[src/rtl/portal_pkg.sv]
// Shared portal message definitions: widths, field offsets, message layout and the
// helper that picks one 32-bit word out of a 96-bit message.
package portal_pkg;

  localparam int PORTAL_MSG_W     = 96;
  localparam int PORTAL_WORD_W    = 32;
  localparam int PORTAL_MSG_WORDS = 3;
  localparam int PORTAL_IDX_W     = 2;

  localparam int PORTAL_HDR_LSB  = 0;
  localparam int PORTAL_ARG0_LSB = 32;
  localparam int PORTAL_ARG1_LSB = 64;

  typedef struct packed {
    logic [PORTAL_WORD_W-1:0] arg1;
    logic [PORTAL_WORD_W-1:0] arg0;
    logic [PORTAL_WORD_W-1:0] header;
  } portal_msg_t;

  // Word order on the wire: header first, then arg0, then arg1.
  typedef enum logic [PORTAL_IDX_W-1:0] {
    WORD_HDR  = 2'd0,
    WORD_ARG0 = 2'd1,
    WORD_ARG1 = 2'd2
  } portal_word_e;

  function automatic logic [PORTAL_WORD_W-1:0] portal_word(input portal_msg_t m,
                                                           input portal_word_e idx);
    case (idx)
      WORD_ARG0: return m.arg0;
      WORD_ARG1: return m.arg1;
      default:   return m.header;
    endcase
  endfunction

endpackage

[src/rtl/portal_msg_fifo.sv]
// DEPTH-entry message FIFO with naturally wrapping pointers and an explicit occupancy
// counter, so full and empty are distinguishable without a spare entry.
module portal_msg_fifo
  import portal_pkg::*;
#(
  parameter int DEPTH = 2
) (
  input  logic        clk,
  input  logic        rst,
  input  logic        push,
  input  portal_msg_t push_data,
  input  logic        pop,
  output portal_msg_t head,
  output logic        full,
  output logic        empty
);

  localparam int PTR_W = $clog2(DEPTH);
  localparam logic [PTR_W-1:0] PTR_ONE = PTR_W'(1);
  localparam logic [PTR_W:0]   OCC_ONE = (PTR_W + 1)'(1);
  localparam logic [PTR_W:0]   OCC_MAX = (PTR_W + 1)'(DEPTH);

  logic [PTR_W-1:0] wr_ptr;
  logic [PTR_W-1:0] rd_ptr;
  logic [PTR_W:0]   occupancy;
  portal_msg_t      mem [DEPTH];

  // NOTE: state registers use non-blocking assignments so every flop samples the
  // pre-edge values, independent of statement order across always_ff blocks.
  always_ff @(posedge clk) begin
    if (rst) begin
      wr_ptr    <= '0;
      rd_ptr    <= '0;
      occupancy <= '0;
    end else begin
      if (push) wr_ptr <= wr_ptr + PTR_ONE;
      if (pop)  rd_ptr <= rd_ptr + PTR_ONE;
      case ({push, pop})
        2'b10:   occupancy <= occupancy + OCC_ONE;
        2'b01:   occupancy <= occupancy - OCC_ONE;
        default: occupancy <= occupancy;
      endcase
    end
  end

  // NOTE: the storage array has no reset; occupancy alone decides which entries are
  // valid, so clearing the data would only cost reset fan-out.
  always_ff @(posedge clk) begin
    if (push) mem[wr_ptr] <= push_data;
  end

  assign head  = mem[rd_ptr];
  assign full  = (occupancy == OCC_MAX);
  assign empty = (occupancy == '0);

endmodule

[src/rtl/portal_msg_serializer.sv]
// Buffers 96-bit portal messages and emits each as three 32-bit words with a
// last-word flag, honouring consumer backpressure and counting delivered messages.
module portal_msg_serializer
  import portal_pkg::*;
#(
  parameter int DEPTH = 2,
  parameter int WORDS = PORTAL_MSG_WORDS,
  parameter int CNT_W = 16
) (
  input  logic                     CLK,
  input  logic                     nRST,
  input  logic                     pipe_enq__ENA,
  input  logic [PORTAL_MSG_W-1:0]  pipe_enq_v,
  output logic                     pipe_enq__RDY,
  output logic                     word_enq__ENA,
  output logic [PORTAL_WORD_W-1:0] word_enq_v,
  output logic                     word_enq_last,
  input  logic                     word_enq__RDY,
  output logic [CNT_W-1:0]         msg_count
);

  localparam portal_word_e LAST_IDX = portal_word_e'(PORTAL_IDX_W'(WORDS - 1));

  portal_msg_t  head;
  logic         full;
  logic         empty;
  logic         push;
  logic         pop;
  logic         beat;
  portal_word_e word_idx;
  portal_word_e word_idx_nxt;

  portal_msg_fifo #(.DEPTH(DEPTH)) u_fifo (
    .clk       (CLK),
    .rst       (nRST),
    .push      (push),
    .push_data (pipe_enq_v),
    .pop       (pop),
    .head      (head),
    .full      (full),
    .empty     (empty)
  );

  // No bypass: a full FIFO stays unready even while its head is being popped.
  assign pipe_enq__RDY = !nRST && !full;
  assign push          = pipe_enq__ENA && pipe_enq__RDY;
  assign beat          = !nRST && !empty && word_enq__RDY;
  assign word_enq__ENA = beat;

  always_ff @(posedge CLK) begin
    if (nRST) word_idx <= WORD_HDR;
    else      word_idx <= word_idx_nxt;
  end

  // NOTE: every output of this block gets a default first, so no path leaves a
  // value unassigned and no latch is inferred.
  always_comb begin
    word_idx_nxt  = word_idx;
    pop           = 1'b0;
    word_enq_v    = '0;
    word_enq_last = 1'b0;
    if (beat) begin
      word_enq_v    = portal_word(head, word_idx);
      word_enq_last = (word_idx == LAST_IDX);
      if (word_idx == LAST_IDX) begin
        word_idx_nxt = WORD_HDR;
        pop          = 1'b1;
      end else begin
        word_idx_nxt = portal_word_e'(word_idx + PORTAL_IDX_W'(1));
      end
    end
  end

  always_ff @(posedge CLK) begin
    if (nRST)     msg_count <= '0;
    else if (pop) msg_count <= msg_count + CNT_W'(1);
  end

endmodule

[config.mk]
export PLATFORM = sky130hd
export DESIGN_NAME = portal_msg_serializer
export DESIGN_NICKNAME = d
export VERILOG_FILES = /design/src/rtl/portal_pkg.sv /design/src/rtl/portal_msg_fifo.sv /design/src/rtl/portal_msg_serializer.sv
export SDC_FILE = /design/constraint.sdc
export NUM_CORES = 1
export LEC_CHECK = 0
export ABC_AREA = 1
export BUFFER_PORTS_ARGS = -buffer_cell sky130_fd_sc_hd__buf_2
export CELL_PAD_IN_SITES_DETAIL_PLACEMENT = 0
export CELL_PAD_IN_SITES_GLOBAL_PLACEMENT = 2
export CORE_ASPECT_RATIO = 0.75
export CORE_MARGIN = 1.5
export CORE_UTILIZATION = 34
export DETAILED_ROUTE_END_ITERATION = 10
export PLACE_DENSITY_LB_ADDON = 0.1
export SKIP_CTS_REPAIR_TIMING = 1
export SYNTH_ARGS = -nofsm -noshare
export SYNTH_HDL_FRONTEND = slang
export SYNTH_SLANG_ARGS = --single-unit
[constraint.sdc]
create_clock -name CLK -period 5.82 [get_ports CLK]
set_input_delay 1.164 -clock CLK [delete_from_list [all_inputs] [get_ports CLK]]
set_output_delay 1.164 -clock CLK [all_outputs]
set_load 0.1 [all_outputs]
==> flow_summary.toml, run 1 <==
[critical_path]
r2r-end = "u_fifo.mem[1][50]"
worstSetupStartpointType = "input pin"
crit_end = "word_enq_v[23]"
critPathLaunch = "nRST"
reg2reg_from = "u_fifo.occupancy[0]"
reg2reg_setup_slack_ns = 3.08
worst-r2r-cell-count = 5
crit_fanout = 21
timing_worst_setup_path_type = "in2out"
required_ns = 4.66
cp-end-kind = "primary output"
worst-endpoint-arrival_ns = 3.35

[finish]
area_growth_pct = 20.81
seqCellArea_sq_um = 6230
fillerInstances = 2409
layout-drive-gt1-share_pct = 24.29
multiInputGateArea_sq_um = 2176
utilization_pct = 42.20
nets = 970
layout.cells.non_filler = 1226

[grt]
grt_usage_pct = 16.15
grt_max_degree = 97
grt_overflow = 0
grt_pass1_wl_um = 33440
antenna_found_initial = 10
via_count_of_the_first_global_routing_pass = 5880

[logic_synthesis]
synth_async_sr_flop_share_pct = 0
synth.yosys.seq_area_share_pct = 70.69
syn_inst = 719
ys_warn_count = 0
synth.area.top_cells = "sky130_fd_sc_hd__edfxtp_1, sky130_fd_sc_hd__nand3_1, sky130_fd_sc_hd__o21a_1, sky130_fd_sc_hd__dfxtp_1, sky130_fd_sc_hd__nand2_1"
synth_adder_area_share_pct = 0.8524
ys_ff_latch = 215
post-synth-top-area-fraction_pct = 65.46
fraction_of_the_mapped_netlist_area_in_compound_gates_pct = 10.85
synth-edff-count = 192
synth_nets = 825
synthDominantAreaCellType = "sky130_fd_sc_hd__edfxtp_1"
simple_logic_cell_fraction_of_the_synthesized_area_pct = 12.56
postSynth.topFlopCell = "sky130_fd_sc_hd__edfxtp_1"
syn_avg_cell_area_sq_um = 12.25
dominant_combinational_cell_family_by_area_after_synthesis = "simple AND/OR/NAND/NOR gates"
synthMuxAreaShare_pct = 0
synth_xor_area_share_pct = 0.09945
syn-cell-area_sq_um = 8807
synthDistinctLibCells = 24

[timing]
setup_repair_after_global_routing_missed_its_margin = "false"
maxSlewHeadroom_pct = 16.47
worst_hold_slack_ns = 0.5094
timing.clock.skew_ns = 0.007956
final.min_clock_period_ns = 4.513
worst_slack_ns = 1.307
finalCritPeriodShare_pct = 77.54
fmaxAchievable_ghz = 0.2216
setup_viol = 0
hold_fails_final_rpt = 0
final_slew_viol_count = 0
tightest_slew_ns = 1.250

[power_and_ir_drop]
power.internal_mw = 2.647
p_clk_share_pct = 42.1
post-layout-total-power_mw = 3.421
p_sw_uw = 773.6
ir_drop_mv = 0.2190
cellLeakagePower_nw = 4.096
combPwrFrac_pct = 6.8
pwr-share-seq_pct = 51.1
switching_part_of_the_total_power_pct = 22.62
power-per-cell-area_nw_per_um2 = 321.5

[die]
dieWidth_um = 188.8
count_of_pins_on_the_block_boundary = 151
start_util_pct = 34.93
design.die.area_sq_um = 26890
coreArea_sq_um = 25210
core.rowCount = 50
floorplan.die.height_um = 142.4

[route]
vias_per_cell = 4.759
vias = 5835
postRouteWirelength_um = 21570
drt-initial-drc-count = 323
drt.antenna.violating_nets = 0
drt_first_pass_iters = 4
detail_route.wl_per_cell_um = 17.59
detail_route.drc_violations = 0

[clock_tree]
clock_tree.htree_level_count = 1
cts-root-buf = "sky130_fd_sc_hd__clkbuf_16"
cts.sink_count = 215
cts-root-to-sink-buffers = 3
tritoncts = "built"
cts_buffers = 24
clock_latency_at_the_later_pin_of_the_worst_skew_pair_ns = 0.51
clk_transition_reported_paths_ns = 0.06

[worst_hold_path]
worst_hold_class = "reg2reg"
worst_hold_path_cells = 2

[placement]
port_buffers = 150
placed_cells = 1176
place.gp.congestion = 0.7426
detailed_place_hpwl_um = 13190
dpl_worst_slack_ns = 1.340

[outcome]
status = "completed"

[run]
maxCapViolations = 0
## metal layers
metal	up-vias	part of all wire (%)	wire length [um]	GRT usage (%)
met3	37	6.6	1420	4.857
met1	2783	48	10280	22.31
met2	140	44	9428	25.02
met5	-	0.27	58	0
met4	10	1.8	381	3.676
li1	2865	-	-	-
## logic make-up (layout without fill, tap and decap cells)
family / count (synthesis) / in the layout
other: 0 / 7
DFF: 215 / 215
xor gates and xnor gates: 1 / 1
AOI/OAI and AO/OA: 154 / 154
and+or+nand+nor: 248 / 248
buffers and inverters: 95 / 257
adders and majority gates: 6 / 6
## layout make-up
| cell class | instances | area share [%] |
|---|---|---|
| flip-flops and latches | 215 | 58.55 |
| multi-input cells | 409 | 20.45 |
| repair buffers | 161 | 7.949 |
| clock buffers | 28 | 5.786 |
| well taps | 338 | 3.975 |
| inverters | 53 | 1.870 |
| clock inverters | 15 | 1.258 |
| diodes | 7 | 0.1646 |
## power by group through the flow
stage	logic [mW]	registers [mW]	clock network, mW
2_1_floorplan	0.141	1.78	0
3_3_place_gp	0.233	1.78	0
3_5_place_dp	0.237	1.78	0
4_1_cts	0.238	1.75	1.49
5_1_grt	0.255	1.75	1.55
6_report	0.232	1.75	1.44
## cell usage in the layout, fill, tap and decap left out, types with 2 or more instances in the layout
cell type | Yosys | final
sky130_fd_sc_hd__dfxtp_1 | 23 | 22
sky130_fd_sc_hd__nand2_1 | 104 | 104
sky130_fd_sc_hd__inv_1 | 49 | 49
sky130_fd_sc_hd__buf_4 | 3 | 10
sky130_fd_sc_hd__o31ai_1 | 2 | 2
sky130_fd_sc_hd__edfxtp_1 | 192 | 192
sky130_fd_sc_hd__clkinvlp_4 | 0 | 2
sky130_fd_sc_hd__nor3_1 | 5 | 5
sky130_fd_sc_hd__inv_2 | 4 | 4
sky130_fd_sc_hd__ha_2 | 0 | 3
sky130_fd_sc_hd__clkbuf_16 | 0 | 24
sky130_fd_sc_hd__nand3_1 | 106 | 106
sky130_fd_sc_hd__nor2_4 | 3 | 6
sky130_fd_sc_hd__o21a_1 | 64 | 64
sky130_fd_sc_hd__clkinv_2 | 0 | 4
sky130_fd_sc_hd__ha_1 | 6 | 3
sky130_fd_sc_hd__o21ai_1 | 7 | 7
sky130_fd_sc_hd__nor2_1 | 29 | 26
sky130_fd_sc_hd__clkinv_1 | 0 | 6
sky130_fd_sc_hd__clkbuf_1 | 13 | 4
sky130_fd_sc_hd__diode_2 | 0 | 7
sky130_fd_sc_hd__buf_2 | 18 | 150
sky130_fd_sc_hd__o21ai_0 | 63 | 63
sky130_fd_sc_hd__a21oi_2 | 5 | 5
sky130_fd_sc_hd__a21oi_1 | 12 | 12
sky130_fd_sc_hd__bufinv_16 | 0 | 2
## cell usage after synthesis (all sizes together) (2+ instances only)
library cell  count
inv              53
clkbuf           13
edfxtp          192
nand2           104
nand3           107
ha                6
o21a             64
buf              29
o21ai            70
nor2             32
a21oi            17
nor3              5
o31ai             2
dfxtp            23
## registers in the layout (all words and copies together), names as in the netlist, named ones only
register,count
u_fifo.rd_ptr,1
u_fifo.wr_ptr,1
u_fifo.mem,192
u_fifo.occupancy,2
msg_count,16
word_idx,2
## through the flow
| step | setup TNS, ns | instance area [sq um] |
|---|---|---|
| 6_report | 0 | 10640 |
| 5_1_grt | 0 | 10630 |
| 4_1_cts | 0 | 10620 |
| 3_5_place_dp | 0 | 9873 |
| 3_3_place_gp | 0 | 9873 |
| 2_1_floorplan | -82.39 | 8812 |
## critical path, stage by stage
cell                      delay (ns)
sky130_fd_sc_hd__buf_2          0.17
sky130_fd_sc_hd__inv_2          0.27
sky130_fd_sc_hd__nand2_1        0.15
sky130_fd_sc_hd__nor2_4         0.52
sky130_fd_sc_hd__buf_4          0.42
sky130_fd_sc_hd__nand3_1        0.15
sky130_fd_sc_hd__inv_1          0.07
sky130_fd_sc_hd__buf_2          0.42
## how the worst min path moves through the flow
| stage | start | end |
|---|---|---|
| after floorplan | u_fifo.occupancy[1] | u_fifo.occupancy[1] |
| after global placement | u_fifo.rd_ptr | u_fifo.rd_ptr |
| after detailed placement | u_fifo.rd_ptr | u_fifo.rd_ptr |
| after CTS | u_fifo.occupancy[1] | u_fifo.occupancy[1] |
| after global routing | u_fifo.rd_ptr | u_fifo.rd_ptr |
| final | msg_count[15] | msg_count[15] |
Note: power is estimated with default switching activity, not from simulation.
==> inputs of run 2 (changes only) <==
--- a/config.mk
+++ b/config.mk
@@ -5,13 +5,13 @@
 export SDC_FILE = /design/constraint.sdc
 export NUM_CORES = 1
 export LEC_CHECK = 0
-export ABC_AREA = 1
+export ABC_AREA = 0
 export BUFFER_PORTS_ARGS = -buffer_cell sky130_fd_sc_hd__buf_2
 export CELL_PAD_IN_SITES_DETAIL_PLACEMENT = 0
 export CELL_PAD_IN_SITES_GLOBAL_PLACEMENT = 2
 export CORE_ASPECT_RATIO = 0.75
 export CORE_MARGIN = 1.5
-export CORE_UTILIZATION = 34
+export CORE_UTILIZATION = 36
 export DETAILED_ROUTE_END_ITERATION = 10
 export PLACE_DENSITY_LB_ADDON = 0.1
 export SKIP_CTS_REPAIR_TIMING = 1
==> constraint.sdc (replaced) <==
create_clock -name CLK -period 4 [get_ports CLK]
set_input_delay 0.8 -clock CLK [delete_from_list [all_inputs] [get_ports CLK]]
set_output_delay 0.8 -clock CLK [all_outputs]
set_load 0.1 [all_outputs]
==> run 2 against run 1 <==
Net effect:
- combinational power increased by 49%
- final area fell by 0.19%
- critical path type is now reg2out
- die area shrank 6.7%
- sequential share of layout area up 0.11 points
- worst hold slack got worse by 0.029 ns
- routed wire length decreased by 9.8%
- first-iteration DRC count shrank 27%
- largest power group unchanged
==> flow_summary.toml, run 2 <==
[logic_synthesis]
synthDistinctLibCells = 32
synthMostInstantiatedCell = "sky130_fd_sc_hd__edfxtp_1"
post-synth-top-area-fraction_pct = 66.39
syn_inst = 549
syn-cell-area_sq_um = 8685
synth_async_sr_flop_share_pct = 0
synth_commonest_cells = "sky130_fd_sc_hd__edfxtp_1, sky130_fd_sc_hd__mux2_2, sky130_fd_sc_hd__a211oi_1"
ys_warn_count = 0
synth.area.top_cells = "sky130_fd_sc_hd__edfxtp_1, sky130_fd_sc_hd__mux2_2, sky130_fd_sc_hd__a211oi_1, sky130_fd_sc_hd__dfxtp_1, sky130_fd_sc_hd__a22oi_1"
syn_avg_cell_area_sq_um = 15.82
synthDominantAreaCellType = "sky130_fd_sc_hd__edfxtp_1"
ys_ff_latch = 215
synth_nets = 655
postSynth.topFlopCell = "sky130_fd_sc_hd__edfxtp_1"
synth-edff-count = 192
synth.yosys.seq_area_share_pct = 71.69

[critical_path]
worst-r2r-cell-count = 7
required_ns = 3.20
r2r-end = "msg_count[12]"
reg2reg_from = "word_idx[0]"
worstSetupStartpointType = "register"
reg2reg_setup_slack_ns = 1.22
timing_worst_setup_path_type = "reg2out"
worst-endpoint-arrival_ns = 2.94
crit_fanout = 79
cp-end-kind = "primary output"

[timing]
final_slew_viol_count = 0
worst_hold_slack_ns = 0.4801
tightest_slew_ns = 1.008
final.min_clock_period_ns = 3.737
setup_viol = 0
maxSlewHeadroom_pct = 32.79
worst_slack_ns = 0.2632
timing.clock.skew_ns = 0.01162
hold_fails_final_rpt = 0
finalCritPeriodShare_pct = 93.42
setup_repair_after_global_routing_missed_its_margin = "false"
fmaxAchievable_ghz = 0.2676

[outcome]
status = "completed"

[finish]
area_growth_pct = 22.29
layout-drive-gt1-share_pct = 38.33
largest_reg_by_ff_count = "u_fifo.mem"
final_cell_area_sq_um = 10620
max_ffs_per_register = 192
biggestRegsByFlops = "u_fifo.mem: 192 flops, msg_count: 16 flops"
layout.cells.non_filler = 1028
mostFrequentLayoutCell = "sky130_fd_sc_hd__edfxtp_1"
mostFrequentLayoutCells = "sky130_fd_sc_hd__edfxtp_1, sky130_fd_sc_hd__buf_2, sky130_fd_sc_hd__mux2_2, sky130_fd_sc_hd__a211oi_1, sky130_fd_sc_hd__nor2b_1"
nets = 809

[die]
start_util_pct = 36.41
floorplan.die.height_um = 137.5
coreArea_sq_um = 23850
design.die.area_sq_um = 25070
count_of_pins_on_the_block_boundary = 151
dieWidth_um = 182.3
core.rowCount = 49

[placement]
place.gp.congestion = 0.7287
detailed_place_hpwl_um = 12500
placed_cells = 984
placed_cell_area_sq_um = 9833
dpl_worst_slack_ns = 0.5679
port_buffers = 150

[route]
detail_route.wl_per_cell_um = 18.93
vias_per_cell = 5.024
postRouteWirelength_um = 19460
drt_first_pass_iters = 4
drt.antenna.violating_nets = 0
drt-initial-drc-count = 235
vias = 5165
detail_route.drc_violations = 0

[worst_hold_path]
worst_hold_class = "in2reg"
worst_hold_path_cells = 1
holdCritStartpoint = "pipe_enq_v[57]"
min_delay_worst_endpoint = "u_fifo.mem[1][57]"

[clock_tree]
cts-root-to-sink-buffers = 3
tritoncts = "built"
cts.sink_count = 215
cts_buffers = 23
clock_tree.htree_level_count = 1
cts-root-buf = "sky130_fd_sc_hd__clkbuf_16"
clock_latency_at_the_later_pin_of_the_worst_skew_pair_ns = 0.51
clk_transition_reported_paths_ns = 0.06

[grt]
grt_usage_pct = 15.35
grt_max_degree = 80
grt_pass1_wl_um = 29370
grt_overflow = 0
antenna_found_initial = 2
via_count_of_the_first_global_routing_pass = 5200

[power_and_ir_drop]
post-layout-total-power_mw = 5.061
cellLeakagePower_nw = 3.695
ir_drop_mv = 0.2823
power-per-cell-area_nw_per_um2 = 476.5

[run]
maxCapViolations = 0
-- run 2: worst max-delay path, stage by stage (launching register included) --
cell and delay, ns:
sky130_fd_sc_hd__dfxtp_4 0.97, sky130_fd_sc_hd__buf_4 0.43, sky130_fd_sc_hd__mux2_2 0.37, sky130_fd_sc_hd__a22oi_1 0.23
sky130_fd_sc_hd__a211oi_1 0.10, sky130_fd_sc_hd__buf_2 0.32
-- run 2: kinds of logic after synthesis --
group                    count (synthesis)  share of synthesized area [%]
flip-flops                             215                          71.69
multiplexers                            67                          8.687
AO/OA/AOI/OAI                          116                          9.696
buffers and inverters                   48                          2.320
adder cells (fa/ha/maj)                  6                         0.8644
XOR/XNOR                                10                          1.009
AND/OR/NAND/NOR                         87                          5.734
-- run 2: final cells by class --
class / instances / area, sq um
Multi-Input combinational cell: 286 / 2290
Sequential cell: 215 / 6230
Clock inverter: 15 / 171.4
Fill cell: 2151 / 13230
Tap cell: 306 / 382.9
Antenna cell: 2 / 5.005
Timing Repair Buffer: 167 / 903.4
Clock buffer: 27 / 600.6
Inverter: 10 / 37.54
-- run 2: worst max path at each step --
stage | to | from | slack [ns]
CTS | word_enq_v[25] | word_idx[0] | 0.12
detailed placement | word_enq_v[0] | nRST | 0.57
global route | word_enq_v[6] | register | 0.06
global placement | word_enq_v[0] | nRST | 0.66
finish | word_enq_v[3] | register | 0.26
floorplan | word_enq_v[10] | nRST | -0.73
-- run 2: where the power goes --
group / internal [mW] / leakage (nW) / switching (mW)
registers: 2.53 / 1.95 / 0.0176
clock network: 1.33 / 0.380 / 0.838
logic: 0.112 / 1.37 / 0.234
total: 3.97 / 3.70 / 1.09
-- run 2: per-stage QoR --
| step | util, % | setup TNS (ns) |
|---|---|---|
| after floorplan | - | -22.94 |
| after global routing | 44.51 | 0 |
| after global placement | 41.23 | 0 |
| after detailed placement | 41.23 | 0 |
| final | 44.53 | 0 |
| after CTS | 44.47 | 0 |
-- run 2: per-layer routing --
layer	GRT usage (%)	share of wire (%)	vias up
li1	-	-	2483
met1	21.57	48	2526
met2	24.33	46	123
met3	3.251	4.5	31
met4	3.949	2.1	2
met5	0	0.036	-
==> inputs of run 3 (changes only) <==
--- a/config.mk
+++ b/config.mk
@@ -9,7 +9,6 @@
 export BUFFER_PORTS_ARGS = -buffer_cell sky130_fd_sc_hd__buf_2
 export CELL_PAD_IN_SITES_DETAIL_PLACEMENT = 0
 export CELL_PAD_IN_SITES_GLOBAL_PLACEMENT = 2
-export CORE_ASPECT_RATIO = 0.75
 export CORE_MARGIN = 1.5
 export CORE_UTILIZATION = 36
 export DETAILED_ROUTE_END_ITERATION = 10
==> run 3 against run 2 <==
Net effect:
- register-to-register slack improved by 0.53 ns
- core utilization up 0.51 points
- largest cell class unchanged
- die area is essentially flat
- sequential cell count stayed put
- first-iteration DRC count is 2.1% higher
- count of clock-buffer cells in the layout rose by 4
- total power shrank 2.0%
- routed wire length is 3.0% lower
==> flow_summary.toml, run 3 (synthesis results as in run 2) <==
[grt]
grt_overflow = 0
via_count_of_the_first_global_routing_pass = 5223
grt_usage_pct = 15.15
grt_max_degree = 97
grt_pass1_wl_um = 28950
antenna_found_initial = 4

[power_and_ir_drop]
cellLeakagePower_nw = 3.655
ir_drop_mv = 0.2882
power-per-cell-area_nw_per_um2 = 467.6

[worst_hold_path]
worst_hold_path_cells = 1
min_delay_worst_endpoint = "u_fifo.mem[0][23]"
holdCritStartpoint = "pipe_enq_v[23]"
worst_hold_class = "in2reg"

[route]
detail_route.drc_violations = 0
drt_first_pass_iters = 4
drt-initial-drc-count = 240
vias = 5126
vias_per_cell = 4.929
detail_route.wl_per_cell_um = 18.15
postRouteWirelength_um = 18870
drt.antenna.violating_nets = 0

[critical_path]
reg2reg_from = "word_idx[0]"
crit_path_cell_trace = "inv_1 > ha_2 > buf_4 > a22oi_1 > a211oi_1 > buf_2"
cp-end-kind = "primary output"
critical-path-max-stage-delay_ns = 0.76
critPathSlowestCell = "sky130_fd_sc_hd__ha_2"
crit_fanout = 27
reg2reg_setup_slack_ns = 1.75
worst-r2r-cell-count = 6
worst-endpoint-arrival_ns = 2.86
required_ns = 3.20
worstSetupStartpointType = "register"
r2r-end = "msg_count[12]"
critPathLaunch = "word_idx[1]"
timing_worst_setup_path_type = "reg2out"

[clock_tree]
tritoncts = "built"
cts-root-to-sink-buffers = 3
clock_tree.htree_level_count = 1
cts-root-buf = "sky130_fd_sc_hd__clkbuf_16"
clk_transition_reported_paths_ns = 0.06
cts.sink_count = 215
cts_buffers = 24
clock_latency_at_the_later_pin_of_the_worst_skew_pair_ns = 0.51

[outcome]
status = "completed"

[die]
dieWidth_um = 158.3
floorplan.die.height_um = 158.3
core.rowCount = 56
coreArea_sq_um = 23540
design.die.area_sq_um = 25070
count_of_pins_on_the_block_boundary = 151
start_util_pct = 36.89

[timing]
fmaxAchievable_ghz = 0.2733
tightest_slew_ns = 0.8391
final_slew_viol_count = 0
setup_viol = 0
final.min_clock_period_ns = 3.660
setup_repair_after_global_routing_missed_its_margin = "false"
finalCritPeriodShare_pct = 91.49
maxSlewHeadroom_pct = 44.06
hold_fails_final_rpt = 0
timing.clock.skew_ns = 0.01150
tns_ns = 0

[placement]
port_buffers = 150
detailed_place_hpwl_um = 11700
place.gp.congestion = 0.7244

[finish]
layout-drive-gt1-share_pct = 37.24
nets = 805
largest_reg_by_ff_count = "u_fifo.mem"
utilization_pct = 45.04
max_ffs_per_register = 192
mostFrequentLayoutCell = "sky130_fd_sc_hd__edfxtp_1"
mostFrequentLayoutCells = "sky130_fd_sc_hd__edfxtp_1, sky130_fd_sc_hd__buf_2, sky130_fd_sc_hd__mux2_2, sky130_fd_sc_hd__a211oi_1, sky130_fd_sc_hd__nor2b_1"
fillerInstances = 2177
biggestRegsByFlops = "u_fifo.mem: 192 flops, msg_count: 16 flops"
area_growth_pct = 22.09

[run]
maxCapViolations = 0
[run 3: cell types whose count changed in the layout (fill, tap and decap cells not counted), moves of 2 or more]
| cell | delta |
|---|---|
| sky130_fd_sc_hd__buf_12 | +3 |
| sky130_fd_sc_hd__buf_4 | -8 |
| sky130_fd_sc_hd__bufinv_16 | -2 |
| sky130_fd_sc_hd__clkbuf_1 | +4 |
| sky130_fd_sc_hd__clkinv_1 | +2 |
| sky130_fd_sc_hd__clkinv_2 | -2 |
| sky130_fd_sc_hd__diode_2 | +2 |
[run 3: layer usage]
| layer | vias to the layer above | GRT usage [%] | wire length, um |
|---|---|---|---|
| met1 | 2497 | 19.61 | 8202 |
| li1 | 2474 | - | - |
| met3 | 30 | 3.647 | 1098 |
| met5 | - | 0 | 13 |
| met4 | 2 | 4.183 | 415 |
| met2 | 123 | 25.41 | 9143 |
[run 3: layout make-up]
class                   count  area [sq um]  area share (%)
diodes                      4         10.01         0.09441
clock buffers              31         626.9           5.912
clock inverters            13         116.4           1.097
inverters                  10         37.54          0.3540
multi-input cells         286          2280           21.50
flip-flops and latches    215          6230           58.76
well taps                 319         399.1           3.764
repair buffers            162         903.4           8.520
[run 3: how the worst max path moves through the flow]
stage	endpoint	slack (ns)	cells past startpoint
floorplan	word_enq_v[10]	-0.73	6
finish	word_enq_v[18]	0.34	6
CTS	word_enq_v[31]	0.28	6
global route	word_enq_v[19]	0.14	6
detailed placement	word_enq_v[25]	0.65	5
global placement	word_enq_v[29]	0.76	5
[run 3: power by group]
| part | total (mW) | switching, mW | internal (mW) | leakage [nW] |
|---|---|---|---|---|
| combinational | 0.343 | 0.231 | 0.111 | 1.35 |
| clock | 2.06 | 0.833 | 1.23 | 0.360 |
| sequential | 2.55 | 0.0178 | 2.53 | 1.95 |
| total | 4.96 | 1.08 | 3.88 | 3.65 |
[run 3: per-stage QoR]
stage          power (mW)  hold slack, ns  instance area, sq um  instances  worst slack, ns
6_report            4.958          0.4734                 10600       1040           0.3405
5_1_grt             5.141          0.4566                 10600       1037           0.1424
4_1_cts             5.027          0.4527                 10590       1036           0.2802
3_5_place_dp        2.947          0.4863                  9849        992           0.6511
3_3_place_gp        2.938          0.4818                  9849        992           0.7552
2_1_floorplan       2.810          0.4725                  8700        549          -0.7295
[run 3: critical path: cells and delay by family, from the launching register on]
kind / cells / cell delay, ns
AOI/OAI and AO/OA: 2 / 0.38
adders and majority gates: 1 / 0.76
DFF: 1 / 0.32
buffers and inverters: 3 / 0.89
